==> src/rtl/mips_cpu_pkg.sv <==
// rtl/mips_cpu_pkg.sv - shared types, encodings and defaults for the MIPS control sequencer
package mips_cpu_pkg;

  localparam logic [31:0] DEFAULT_RESET_VECTOR = 32'hBFC0_0000;
  localparam logic [31:0] DEFAULT_HALT_ADDR    = 32'h0000_0000;

  typedef enum logic [2:0] {
    ST_IDLE,
    ST_FETCH,
    ST_DECODE,
    ST_EXEC,
    ST_MEM,
    ST_WB,
    ST_HALT
  } state_t;

  // Primary opcodes (instr[31:26])
  localparam logic [5:0] OP_RTYPE = 6'h00;
  localparam logic [5:0] OP_J     = 6'h02;
  localparam logic [5:0] OP_BEQ   = 6'h04;
  localparam logic [5:0] OP_BNE   = 6'h05;
  localparam logic [5:0] OP_ADDIU = 6'h09;
  localparam logic [5:0] OP_SLTI  = 6'h0A;
  localparam logic [5:0] OP_SLTIU = 6'h0B;
  localparam logic [5:0] OP_ANDI  = 6'h0C;
  localparam logic [5:0] OP_ORI   = 6'h0D;
  localparam logic [5:0] OP_LUI   = 6'h0F;
  localparam logic [5:0] OP_LW    = 6'h23;
  localparam logic [5:0] OP_SW    = 6'h2B;

  // R-type function codes (instr[5:0])
  localparam logic [5:0] FN_SLL  = 6'h00;
  localparam logic [5:0] FN_SRL  = 6'h02;
  localparam logic [5:0] FN_SRA  = 6'h03;
  localparam logic [5:0] FN_SLLV = 6'h04;
  localparam logic [5:0] FN_SRLV = 6'h06;
  localparam logic [5:0] FN_SRAV = 6'h07;
  localparam logic [5:0] FN_JR   = 6'h08;
  localparam logic [5:0] FN_ADDU = 6'h21;
  localparam logic [5:0] FN_SUBU = 6'h23;
  localparam logic [5:0] FN_AND  = 6'h24;
  localparam logic [5:0] FN_OR   = 6'h25;
  localparam logic [5:0] FN_XOR  = 6'h26;
  localparam logic [5:0] FN_NOR  = 6'h27;
  localparam logic [5:0] FN_SLT  = 6'h2A;
  localparam logic [5:0] FN_SLTU = 6'h2B;

  typedef struct packed {
    logic is_load;
    logic is_store;
    logic is_branch;
    logic is_jump;
    logic writes_rd;
    logic writes_rt;
    logic valid;
  } ctrl_t;

  function automatic logic [31:0] sext16(input logic [15:0] imm);
    return {{16{imm[15]}}, imm};
  endfunction

endpackage

==> src/rtl/mips_cpu_decode.sv <==
// rtl/mips_cpu_decode.sv - combinational instruction word to control bundle decoder
// Ports:
//   ir   in  32  latched instruction word
//   ctrl out     control bundle; valid=0 marks an encoding executed as NOP
module mips_cpu_decode
  import mips_cpu_pkg::*;
(
  input  logic [31:0] ir,
  output ctrl_t       ctrl
);

  always_comb begin
    ctrl = '0;
    unique case (ir[31:26])
      OP_RTYPE: begin
        unique case (ir[5:0])
          FN_JR: begin
            ctrl.is_jump = 1'b1;
            ctrl.valid   = 1'b1;
          end
          FN_SLL, FN_SRL, FN_SRA, FN_SLLV, FN_SRLV, FN_SRAV,
          FN_ADDU, FN_SUBU, FN_AND, FN_OR, FN_XOR, FN_NOR,
          FN_SLT, FN_SLTU: begin
            ctrl.writes_rd = 1'b1;
            ctrl.valid     = 1'b1;
          end
          default: ;
        endcase
      end
      OP_J: begin
        ctrl.is_jump = 1'b1;
        ctrl.valid   = 1'b1;
      end
      OP_BEQ, OP_BNE: begin
        ctrl.is_branch = 1'b1;
        ctrl.valid     = 1'b1;
      end
      OP_ADDIU, OP_SLTI, OP_SLTIU, OP_ANDI, OP_ORI, OP_LUI: begin
        ctrl.writes_rt = 1'b1;
        ctrl.valid     = 1'b1;
      end
      OP_LW: begin
        ctrl.is_load   = 1'b1;
        ctrl.writes_rt = 1'b1;
        ctrl.valid     = 1'b1;
      end
      OP_SW: begin
        ctrl.is_store = 1'b1;
        ctrl.valid    = 1'b1;
      end
      default: ;
    endcase
  end

endmodule

==> src/rtl/mips_cpu_ctrl_fsm.sv <==
// rtl/mips_cpu_ctrl_fsm.sv - multi-cycle MIPS control sequencer (fetch/decode/exec/mem/wb)
// Ports:
//   clk, reset_n                    core clock, async active-low reset
//   active                          high while executing instructions
//   instr_*                         instruction fetch bus (address, read, readdata, waitrequest)
//   data_*                          load/store bus (address, read, write, writedata, readdata, waitrequest)
//   rf_read_a/b, rf_data_a/b        register file async read ports (rs, rt)
//   rf_write_en/addr/data           register file writeback
//   alu_*                           operands/controls to the shared ALU, alu_result back
module mips_cpu_ctrl_fsm
  import mips_cpu_pkg::*;
#(
  parameter logic [31:0] RESET_VECTOR = DEFAULT_RESET_VECTOR,
  parameter logic [31:0] HALT_ADDR    = DEFAULT_HALT_ADDR
) (
  input  logic        clk,
  input  logic        reset_n,
  output logic        active,
  output logic [31:0] instr_address,
  output logic        instr_read,
  input  logic [31:0] instr_readdata,
  input  logic        instr_waitrequest,
  output logic [31:0] data_address,
  output logic        data_read,
  output logic        data_write,
  output logic [31:0] data_writedata,
  input  logic [31:0] data_readdata,
  input  logic        data_waitrequest,
  output logic [4:0]  rf_read_a,
  output logic [4:0]  rf_read_b,
  input  logic [31:0] rf_data_a,
  input  logic [31:0] rf_data_b,
  output logic        rf_write_en,
  output logic [4:0]  rf_write_addr,
  output logic [31:0] rf_write_data,
  output logic [5:0]  alu_opcode,
  output logic [5:0]  alu_control,
  output logic [4:0]  alu_shamt,
  output logic [15:0] alu_immediate,
  output logic [31:0] alu_rs,
  output logic [31:0] alu_rt,
  input  logic [31:0] alu_result
);

  state_t      state_q, state_d;
  logic [31:0] pc_q, ir_q, rs_q, rt_q, res_q, ld_q, addr_q, tgt_q;
  logic        pending_q;

  ctrl_t       ctrl;
  logic        retire;
  logic [31:0] pc_plus4, imm_sext, br_target, j_target, redirect_target, next_pc;
  logic        branch_cond, redirect;
  logic [4:0]  wb_addr;
  logic        wb_allowed;

  mips_cpu_decode u_decode (
    .ir   (ir_q),
    .ctrl (ctrl)
  );

  assign pc_plus4  = pc_q + 32'd4;
  assign imm_sext  = sext16(ir_q[15:0]);
  assign br_target = pc_plus4 + {imm_sext[29:0], 2'b00};
  assign j_target  = {pc_plus4[31:28], ir_q[25:0], 2'b00};

  assign branch_cond = (ir_q[31:26] == OP_BEQ) ? (rs_q == rt_q) : (rs_q != rt_q);
  assign redirect    = ctrl.valid && (ctrl.is_jump || (ctrl.is_branch && branch_cond));

  // The only R-type jump is jr; everything else with is_jump is j.
  always_comb begin
    if (ctrl.is_branch)                 redirect_target = br_target;
    else if (ir_q[31:26] == OP_RTYPE)   redirect_target = rs_q;
    else                                redirect_target = j_target;
  end

  // A pending redirect belongs to the previous instruction; this one is its delay slot.
  assign next_pc = pending_q ? tgt_q : pc_plus4;

  assign wb_addr    = ctrl.writes_rd ? ir_q[15:11] : ir_q[20:16];
  assign wb_allowed = (ctrl.writes_rd || ctrl.writes_rt) && (wb_addr != 5'd0);

  assign rf_read_a = ir_q[25:21];
  assign rf_read_b = ir_q[20:16];

  always_ff @(posedge clk or negedge reset_n) begin
    if (!reset_n) state_q <= ST_IDLE;
    else          state_q <= state_d;
  end

  always_comb begin
    state_d        = state_q;
    retire         = 1'b0;
    active         = 1'b0;
    instr_read     = 1'b0;
    instr_address  = 32'd0;
    data_read      = 1'b0;
    data_write     = 1'b0;
    data_address   = 32'd0;
    data_writedata = 32'd0;
    rf_write_en    = 1'b0;
    rf_write_addr  = 5'd0;
    rf_write_data  = 32'd0;
    alu_opcode     = 6'd0;
    alu_control    = 6'd0;
    alu_shamt      = 5'd0;
    alu_immediate  = 16'd0;
    alu_rs         = 32'd0;
    alu_rt         = 32'd0;

    unique case (state_q)
      ST_IDLE: state_d = ST_FETCH;
      ST_FETCH: begin
        active        = 1'b1;
        instr_read    = 1'b1;
        instr_address = pc_q;
        if (!instr_waitrequest) state_d = ST_DECODE;
      end
      ST_DECODE: begin
        active  = 1'b1;
        state_d = ST_EXEC;
      end
      ST_EXEC: begin
        active        = 1'b1;
        alu_opcode    = ir_q[31:26];
        alu_control   = ir_q[5:0];
        alu_shamt     = ir_q[10:6];
        alu_immediate = ir_q[15:0];
        alu_rs        = rs_q;
        alu_rt        = rt_q;
        if (!ctrl.valid)                          retire  = 1'b1;
        else if (ctrl.is_load || ctrl.is_store)   state_d = ST_MEM;
        else if (ctrl.is_branch || ctrl.is_jump)  retire  = 1'b1;
        else                                      state_d = ST_WB;
      end
      ST_MEM: begin
        active       = 1'b1;
        data_address = addr_q;
        if (ctrl.is_store) begin
          data_write     = 1'b1;
          data_writedata = rt_q;
        end else begin
          data_read = 1'b1;
        end
        if (!data_waitrequest) begin
          if (ctrl.is_store) retire  = 1'b1;
          else               state_d = ST_WB;
        end
      end
      ST_WB: begin
        active        = 1'b1;
        rf_write_en   = wb_allowed;
        rf_write_addr = wb_addr;
        rf_write_data = ctrl.is_load ? ld_q : res_q;
        retire        = 1'b1;
      end
      ST_HALT: ;
      default: state_d = ST_IDLE;
    endcase

    if (retire) state_d = (next_pc == HALT_ADDR) ? ST_HALT : ST_FETCH;
  end

  always_ff @(posedge clk or negedge reset_n) begin
    if (!reset_n) begin
      pc_q      <= RESET_VECTOR;
      ir_q      <= 32'd0;
      rs_q      <= 32'd0;
      rt_q      <= 32'd0;
      res_q     <= 32'd0;
      ld_q      <= 32'd0;
      addr_q    <= 32'd0;
      tgt_q     <= 32'd0;
      pending_q <= 1'b0;
    end else begin
      if (state_q == ST_FETCH && !instr_waitrequest) ir_q <= instr_readdata;
      if (state_q == ST_DECODE) begin
        rs_q <= rf_data_a;
        rt_q <= rf_data_b;
      end
      if (state_q == ST_EXEC) begin
        res_q  <= alu_result;
        addr_q <= rs_q + imm_sext;
      end
      if (state_q == ST_MEM && !data_waitrequest && ctrl.is_load) ld_q <= data_readdata;
      if (retire) begin
        pc_q <= next_pc;
        if (pending_q) begin
          // Delay slot retires: take the redirect; a branch here is ignored.
          pending_q <= 1'b0;
        end else if (state_q == ST_EXEC && redirect) begin
          pending_q <= 1'b1;
          tgt_q     <= redirect_target;
        end
      end
    end
  end

endmodule

==> config.mk <==
export PLATFORM = sky130hd
export DESIGN_NAME = mips_cpu_ctrl_fsm
export DESIGN_NICKNAME = d
export VERILOG_FILES = /design/src/rtl/mips_cpu_pkg.sv /design/src/rtl/mips_cpu_decode.sv /design/src/rtl/mips_cpu_ctrl_fsm.sv
export SDC_FILE = /design/constraint.sdc
export NUM_CORES = 1
export LEC_CHECK = 0
export ABC_CLOCK_PERIOD_IN_PS = 7000
export CAP_MARGIN = 20
export CORE_AREA = 2 2 186 188
export DETAILED_ROUTE_END_ITERATION = 7
export DIE_AREA = 0 0 188 190
export GPL_TIMING_DRIVEN = 0
export PLACE_DENSITY = 0.8
export SLEW_MARGIN = 20
export SYNTH_ARGS = -nofsm -noshare
export SYNTH_HDL_FRONTEND = slang
export SYNTH_SLANG_ARGS = --single-unit
export TNS_END_PERCENT = 10
==> constraint.sdc <==
create_clock -name clk -period 7 [get_ports clk]
set_input_delay 1.05 -clock clk [delete_from_list [all_inputs] [get_ports clk]]
set_output_delay 1.05 -clock clk [all_outputs]
set_load 0.03 [all_outputs]
==> Word-level counts from Yosys, hierarchy flattened <==
Cells that the tools add are included.
W data, S select, Z words.
{ "word_totals": {"register_bits": 260, "latch_bits": 0, "ramBits": 0, "romBits": 0, "word_cells": 131, "memories": 0} }
{ "op_classes": {"n_addsub": 3, "n_mul": 0, "div_mod_pow": 0, "n_lt_le_gt_ge": 0, "eq_ne": 39, "shifts": 0, "n_mux": 51, "n_bitwise": 1, "n_reduce_logical": 27} }
{ "op_table": {"columns": ["operator", "n"], "rows": [
  ["$mux W32", 11],
  ["$add A32 B32 Y32", 2],
  ["$eq A6 B6 Y1 const B", 10],
  ["$eq A6 B4 Y1 const B", 7],
  ["$add A32 B3 Y32 const B", 1],
  ["$eq A32 B32 Y1", 1],
  ["$logic_not A32 Y1", 1],
  ["$ne A32 B32 Y1", 1],
  ["$eq A6 B3 Y1 const B", 5],
  ["$mux W3", 8],
  ["$mux W1", 22],
  ["$eq A6 B2 Y1 const B", 3],
  ["$pmux W3 S6", 1],
  ["$mux W16", 1],
  ["$mux W5", 3],
  ["$reduce_or A15 Y1", 1],
  ["$reduce_or A14 Y1", 1],
  ["$logic_not A6 Y1", 2],
  ["$mux W6", 2],
  ["$ne A3 B3 Y1 const B", 4],
  ["$reduce_or A11 Y1", 1],
  ["$eq A3 B3 Y1 const B", 3],
  ["$logic_and A1 B1 Y1", 7],
  ["$reduce_or A7 Y1", 1],
  ["15 further kinds", 22]
]} }

==> Depth between registers and ports, before layout <==
Gate-level depths: netlist of run 1.
{ "logic_depth": {"depth_word": 10, "ltp_mapped": 17} }

==> Modules after synthesis <==
A second synthesis of run 1 with hierarchy kept.
{ "hier_totals": {"hier_cells": 1845, "area_unflattened_um2": 17085.1} }
{ "by_module_without_submodules": {"columns": ["module", "instances", "cells_per_inst", "area_per_inst_um2"], "rows": [
  ["mips_cpu_ctrl_fsm", 1, 1812, 16879.9],
  ["mips_cpu_decode", 1, 33, 205.2]
]} }

==> Least setup slack after synthesis of run 1 <==
Ideal clock, no wire load.
{ "synth_path": {"kind": "reg-to-reg", "from": "reg pc_q[2]", "to": "reg tgt_q[30]", "setup_time_ps": 133, "arrival_time_ps": 3804, "t_required_ps": 6867, "slack_ps": 3063, "stages_incl_launch_ff": 17, "n_path_buf": 0, "period_less_slack_ps": 3937, "path_cell_list": "dfrtp_1 > ha_1 > nand2_1 > or3_2 > nor2_1 > nand2_1 > xnor2_1 > ha_1 > a21o_1 > a211o_1 > a2111oi_0 > o21a_1 > o21a_1 > o21ai_0 > xor2_1 > a211oi_1 > a21oi_1"} }
{ "synth_via": {"elab_chain_len": 3, "elab_cells_between_ends": 4} }
{ "synth_rtl": {"columns": ["element", "line", "text"], "rows": [
  ["start, declared", "mips_cpu_ctrl_fsm.sv:46", "logic [31:0] pc_q, ir_q, rs_q, rt_q, res_q, ld_q, addr_q, tgt_q;"],
  ["start signal, assigned", "mips_cpu_ctrl_fsm.sv:186", "pc_q <= next_pc;"],
  ["$add A32 B3 Y32 *", "mips_cpu_ctrl_fsm.sv:61", "assign pc_plus4 = pc_q + 32'd4;"],
  ["$add A32 B32 Y32 / $mux W32 (equally long branches)", "mips_cpu_ctrl_fsm.sv:63, mips_cpu_ctrl_fsm.sv:72", null],
  ["$mux W32 *", "mips_cpu_ctrl_fsm.sv:71", "if (ctrl.is_branch) redirect_target = br_target;"],
  ["end signal, assigned", "mips_cpu_ctrl_fsm.sv:192", "tgt_q <= redirect_target;"],
  ["end, declared", "mips_cpu_ctrl_fsm.sv:46", null]
]} }
Every way passes the cells marked *; elsewhere a longest branch is shown, timed or not.
A chain may end at the register's enable or synchronous reset.

==> Final worst setup path of run 1 <==
{ "layout_path": {"from": "reg state_q[0]", "to": "out data_writedata[25]"} }
{ "layout_via": {"elab_chain_len": 2} }
{ "layout_rtl": {"columns": ["element", "line", "text"], "rows": [
  ["start, declared", "mips_cpu_ctrl_fsm.sv:45", "state_t state_q, state_d;"],
  ["start signal, assigned", "mips_cpu_ctrl_fsm.sv:87", "else state_q <= state_d;"],
  ["$eq A3 B3 Y1", "mips_cpu_ctrl_fsm.sv:110", "unique case (state_q)"],
  ["$mux W32", "mips_cpu_ctrl_fsm.sv:110", null],
  ["end, declared", "mips_cpu_ctrl_fsm.sv:26", "output logic [31:0] data_writedata,"]
]} }
No other way between the ends.

==> run_results.csv, run 1 <==
group,metric,value,unit
global_route,grt_pass1_vias,16100,
route,drc,0,
logic_synthesis,ys_ff_latch,260,
setup_path,r2r_start,"pc_q[2]$_DFFE_PN0P_",
global_route,grt_pass1_wl,93200,um
die,start_util,49.2,%
clocking,insertion_delay,0.57,ns
clocking,cts_hold_buf,0,
setup_path,required,5.95,ns
setup_path,arrival,4.00,ns
min_path,hp-class,"register to register",
global_route,grtUsageMet2,59.9,%
run_status,outcome,"complete, no violations",
pwr,leakagePower,0.0104,uW
route,vias,16000,
final_layout,drive_above_1_share,11.0,%
placement,place_congestion,0.951,
logic_synthesis,ys_async_sr_fraction,100,%
sta,fmax,198,MHz
final_layout,finalNetCount,2544,
placement,dpl.cell_count,2741,
sta,period_minus_slack,5.05,ns
logic_synthesis,syn_nets,2103,
final_layout,nFillCells,2715,
logic_synthesis,synth_compound_area_share,13.9,%
final_layout,finalNonFillerCells,2796,
setup_path,path_cells,"nor2_1 -> nand2_1 -> nor2_1 -> clkbuf_1 -> and2_1 -> clkdlybuf4s50_1",
sta,hold_viol_final,0,
logic_synthesis,ys.flop_type,"dfrtp_1",
die,placementRows,68,
logic_synthesis,synthTopCellsByArea,"dfrtp_1 (38%), mux2_2 (9.0%), nand2_1 (7.7%)",
sta,grt_setup_unrepaired,"no",
sta,tightest_slew,1.12,ns
setup_path,crit_path_top_delay_cell,"nor2_1",
global_route,grt_busiest_layer,"met2",
pwr,p_per_area,151,nW/um^2
clocking,path_clk_slew,0.07,ns
die,core_area,33900,um^2
logic_synthesis,synth_edf_count,0,
logic_synthesis,yosysSeqAreaShare,39.0,%
route,ant_nets,0,
route,avgRoutedWirePerCell,22.3,um
sta,period_share,72.1,%
sta,skew,0.0212,ns
global_route,antenna_found_initial,0,
min_path,holdCritStartpoint,"addr_q[4]$_DFFE_PN0P_",
clocking,cts_tree,"yes",
logic_synthesis,synth_top_area_cell,"dfrtp_1",
die,io_pins,409,
die,dieArea,35700,um^2
die,dieHeight,190,um
placement,port_buffers,408,
setup_path,start_kind,"register",
final_layout,syn2layout_area_growth,34.6,%
clocking,cts_max_level,1,
pwr,finalPower,3390,uW
logic_synthesis,ys_types,72,
die,fp.dieW,188,um
clocking,cts_resized,0,
setup_path,crit_type,"register to output port",
global_route,grtUsageMet3,5.17,%
logic_synthesis,synth_adder_area_share,4.81,%
global_route,grt.overflow.total,0,
clocking,cts-root-buf,"clkbuf_16",
setup_path,worstPathMaxFanout,10,
logic_synthesis,synthSimpleGateAreaFrac,21.7,%
logic_synthesis,synthesis.instances,1876,
sta,whs,0.463,ns
pwr,vdd_drop_max,0.192,mV
logic_synthesis,netlist.area_leader.share,37.6,%
route,totalWireLength,62200,um
logic_synthesis,synth_area,16700,um^2
sta,setup_viol,0,
flow_run,maxCapViolations,0,
global_route,grt_use_total,34.0,%
logic_synthesis,yosys_warnings,0,
clocking,cts_buffer_depth,3,
setup_path,startpoint,"state_q[0]$_DFFE_PN0P_",
route,drtIter0Drc,1342,
placement,hpwlAfterDp,48300,um
clocking,clock-sinks,260,
route,firstDrtPassIters,6,
logic_synthesis,synth_top_family_by_area,"simple AND/OR/NAND/NOR gates",
setup_path,crit_path_max_incr_delay,0.86,ns
setup_path,endpoint_kind,"output port",
route,vias_per_cell,5.73,
sta,slew_viol_final,0,
logic_synthesis,synth_xor_area_share,5.87,%
setup_path,critPathMostFrequentCell,"nor2_1",
global_route,grt_max_degree,93,
logic_synthesis,synth.avg_cell_area,8.90,um^2
global_route,use_met1,41.8,%
logic_synthesis,synthMuxAreaShare,10.3,%
sta,relSlewSlack,25.2,%
clocking,cts_setup_buffers,0,
clocking,cts_buffers,29,
[synth_stat cells, types with 9 or more instances]
cell	instances
o21bai_1	9
o21ai_0	115
a21oi_1	150
nand3_1	32
a21o_1	27
and2_1	152
o31ai_1	13
and3_1	39
mux2_2	134
dfstp_2	9
a22oi_1	11
clkbuf_1	84
xor2_1	61
ha_1	61
mux2i_1	21
nor4_1	12
nand2_1	342
nor3_1	28
buf_4	22
o21a_1	12
nand4_1	11
a211oi_1	9
inv_1	22
nor2_1	69
dfrtp_1	251
xnor2_1	51
nand2b_1	11
[layout make-up]
type / instances / area (um^2) / area share [%]
multi-input cells: 1463 / 9460 / 42.1
flip-flops and latches: 260 / 6520 / 29.0
diodes: 2 / 5.00 / 0.0223
clock inverters: 12 / 216 / 0.963
inverters: 22 / 82.6 / 0.367
plain buffers: 131 / 642 / 2.85
clock buffers: 41 / 841 / 3.74
repair buffers: 410 / 4140 / 18.4
well taps: 455 / 569 / 2.53
[worst max-delay path: cells and delay by family (launching register included)]
kind / cells / cell delay (ns)
and+or+nand+nor: 4 / 1.83
buffers and inverters: 2 / 1.16
DFF: 1 / 0.43
[cell usage in the layout (no fill, tap or decap), types with 12 or more instances in the layout]
master,n
clkdlybuf4s50_1,407
nand2_1,342
dfrtp_1,250
and2_1,152
a21oi_1,150
mux2_2,134
o21ai_0,115
clkbuf_1,89
nor2_1,69
xor2_1,61
ha_1,61
xnor2_1,51
and3_1,39
nand3_1,32
clkbuf_16,29
nor3_1,28
a21o_1,27
inv_1,22
buf_4,22
mux2i_1,21
o31ai_1,13
o21a_1,12
nor4_1,12
[registers in the layout, indices dropped and copies added, names as in the netlist]
| name | cells |
|---|---|
| addr_q | 32 |
| ir_q | 32 |
| ld_q | 32 |
| pc_q | 32 |
| pending_q | 1 |
| res_q | 32 |
| rs_q | 32 |
| rt_q | 32 |
| state_q | 3 |
| tgt_q | 32 |
[report_power, final]
group,internal [uW],switching (uW),total (uW)
clock,1050,649,1700
sequential,1520,10.8,1530
combinational,94.7,56.6,151
[routing by layer]
metal	part of all wire [%]	vias up
li1	-	7357
met1	40	7795
met3	6.9	145
met4	4.3	0
met2	49	717
met5	0	-
[through the flow]
step / utilization, % / setup TNS [ns] / area, um^2 / setup slack (ns)
after global placement: 62.9 / -1586.56 / 21400 / -6.25
after detailed placement: 63.1 / 0 / 21400 / 2.21
final: 66.2 / 0 / 22500 / 1.95
after floorplan: - / 0 / 16700 / 3.06
after CTS: 66.2 / 0 / 22500 / 1.99
after global routing: 66.2 / 0 / 22500 / 1.83
[path summary, 6_finish.rpt]
check	endpoint	slack (ns)	cells past startpoint
min	addr_q[4]$_DFFE_PN0P_	0.46	2
min reg2reg	addr_q[4]$_DFFE_PN0P_	0.46	2
max in group asynchronous	rt_q[14]$_DFFE_PN0P_	5.56	2
min in group asynchronous	ld_q[10]$_DFFE_PN0P_	0.52	1
max	data_writedata[25]	1.95	6
max reg2reg	tgt_q[30]$_DFFE_PN0P_	2.14	16
[cell families after synthesis]
group / Yosys count
fa+ha+maj: 63
simple gates: 741
compound gates: 392
buf+inv: 153
xor+xnor: 112
mux: 155
flops: 260
(Power assumes the default switching activity.)
==> run 2: changes to the inputs <==
ABC_CLOCK_PERIOD_IN_PS = 5000   (was 7000)
clock period = 5 ns   (was 7 ns; I/O delays follow)
==> run_results.csv, run 2 (synthesized netlist as in run 1, its figures left out) <==
group,metric,value,unit
clocking,cts_tree,"yes",
setup_path,arrival,3.97,ns
die,placementRows,68,
route,avgRoutedWirePerCell,22.3,um
die,io_pins,409,
pwr,p_per_area,211,nW/um^2
placement,dpl_worst_slack,0.207,ns
sta,tightest_slew,1.11,ns
global_route,grt.overflow.total,0,
pwr,finalPower,4740,uW
global_route,grt_pass1_wl,93200,um
global_route,grt_max_degree,93,
pwr,vdd_drop_max,0.267,mV
final_layout,drive_above_1_share,11.1,%
setup_path,crit_type,"register to output port",
route,totalWireLength,62200,um
clocking,cts_buffers,29,
sta,fmax,212,MHz
route,firstDrtPassIters,6,
final_layout,final_common_cell,"clkdlybuf4s50_1",
final_layout,nFillCells,2711,
sta,grt_setup_unrepaired,"no",
sta,worst_slack,0.284,ns
clocking,cts_resized,0,
setup_path,worstPathMaxFanout,10,
clocking,cts_hold_buf,0,
flow_run,maxCapViolations,0,
clocking,clock-sinks,260,
pwr,leakagePower,0.0104,uW
sta,hold_viol_final,0,
clocking,path_clk_slew,0.07,ns
clocking,cts_buffer_depth,3,
die,dieArea,35700,um^2
die,dieHeight,190,um
sta,setup_viol,0,
global_route,antenna_found_initial,0,
placement,hpwlAfterDp,48300,um
final_layout,finalNonFillerCells,2794,
placement,dpl.cell_count,2741,
sta,period_share,94.3,%
route,vias_per_cell,5.72,
clocking,insertion_delay,0.57,ns
clocking,cts_max_level,1,
die,core_area,33900,um^2
die,fp.dieW,188,um
sta,slew_viol_final,0,
final_layout,finalNetCount,2544,
run_status,outcome,"complete, no violations",
setup_path,start_kind,"register",
global_route,grt_use_total,34.0,%
clocking,cts-root-buf,"clkbuf_16",
die,start_util,49.2,%
setup_path,required,4.25,ns
route,ant_nets,0,
sta,relSlewSlack,26.1,%
route,vias,16000,
final_layout,mostFrequentLayoutCells,"clkdlybuf4s50_1 (407), nand2_1 (342), dfrtp_1 (250)",
route,drc,0,
setup_path,endpoint_kind,"output port",
sta,period_minus_slack,4.72,ns
placement,port_buffers,408,
clocking,cts_setup_buffers,0,
min_path,hp-class,"primary input to async pin",
final_layout,syn2layout_area_growth,34.6,%
route,drtIter0Drc,1345,
placement,place_congestion,0.951,
global_route,grt_pass1_vias,16100,
final_layout,insertedDiodeCount,0,
sta,skew,0.0213,ns
[run 2: cell types whose count changed in the layout (fill, tap and decap cells not counted)]
cell / change
xnor2_2: +1
nor2_1: -1
diode_2: -2
xnor2_1: -1
nor2_2: +1
[run 2: final cells by class]
type	instances	area, um^2	share of cell area, %
clock inverters	12	216	0.963
inverters	22	82.6	0.367
well taps	455	569	2.53
flip-flops and latches	260	6520	29.0
repair buffers	410	4140	18.4
plain buffers	131	642	2.85
multi-input cells	1463	9470	42.1
clock buffers	41	841	3.74
[run 2: path summary, 6_finish.rpt]
check / startpoint / to / slack [ns] / cells after the start
worst max-delay path: state_q[0]$_DFFE_PN0P_ / data_writedata[25] / 0.28 / 6
worst min-delay path: reset_n / ld_q[10]$_DFFE_PN0P_ / 0.22 / 1
worst max register to register: pc_q[2]$_DFFE_PN0P_ / tgt_q[30]$_DFFE_PN0P_ / 0.35 / 16
worst min register to register: addr_q[4]$_DFFE_PN0P_ / addr_q[4]$_DFFE_PN0P_ / 0.46 / 2
max in group asynchronous: reset_n / ir_q[15]$_DFFE_PN0P_ / 3.85 / 2
min in group clk: addr_q[4]$_DFFE_PN0P_ / addr_q[4]$_DFFE_PN0P_ / 0.46 / 2
[run 2: critical path: stages, from the launching register on]
cell and delay [ns]:
dfrtp_1 0.42, nor2_1 0.51, nand2_1 0.20, nor2_1 0.83, clkbuf_1 0.46, and2_1 0.27
clkdlybuf4s50_1 0.70
[run 2: routing by layer]
metal,track usage (%),wire length [um],part of all wire (%)
met3,5.17,4430,7.1
met1,41.8,24900,40
met2,59.9,30000,48
met4,13.7,2850,4.6
met5,0,0,0
[run 2: where the power goes]
| group | internal [uW] | switching [uW] |
|---|---|---|
| Sequential | 2130 | 15.1 |
| Clock | 1470 | 906 |
| Combinational | 133 | 79.3 |
| Total | 3740 | 1000 |
[run 2: stage by stage]
stage | util (%) | instance area, um^2 | setup TNS (ns) | hold WS (ns)
5_1_grt | 66.2 | 22500 | 0 | 0.265
2_1_floorplan | - | 16700 | 0 | 0.431
3_5_place_dp | 63.1 | 21400 | 0 | 0.452
6_report | 66.2 | 22500 | 0 | 0.224
3_3_place_gp | 62.9 | 21400 | -2028.56 | 0.449
4_1_cts | 66.2 | 22500 | 0 | 0.246
==> run 3: changes to the inputs <==
CAP_MARGIN = 10   (was 20)
==> results of run 3 <==
No change in the layout: final DEF, timing and power equal those of run 2.
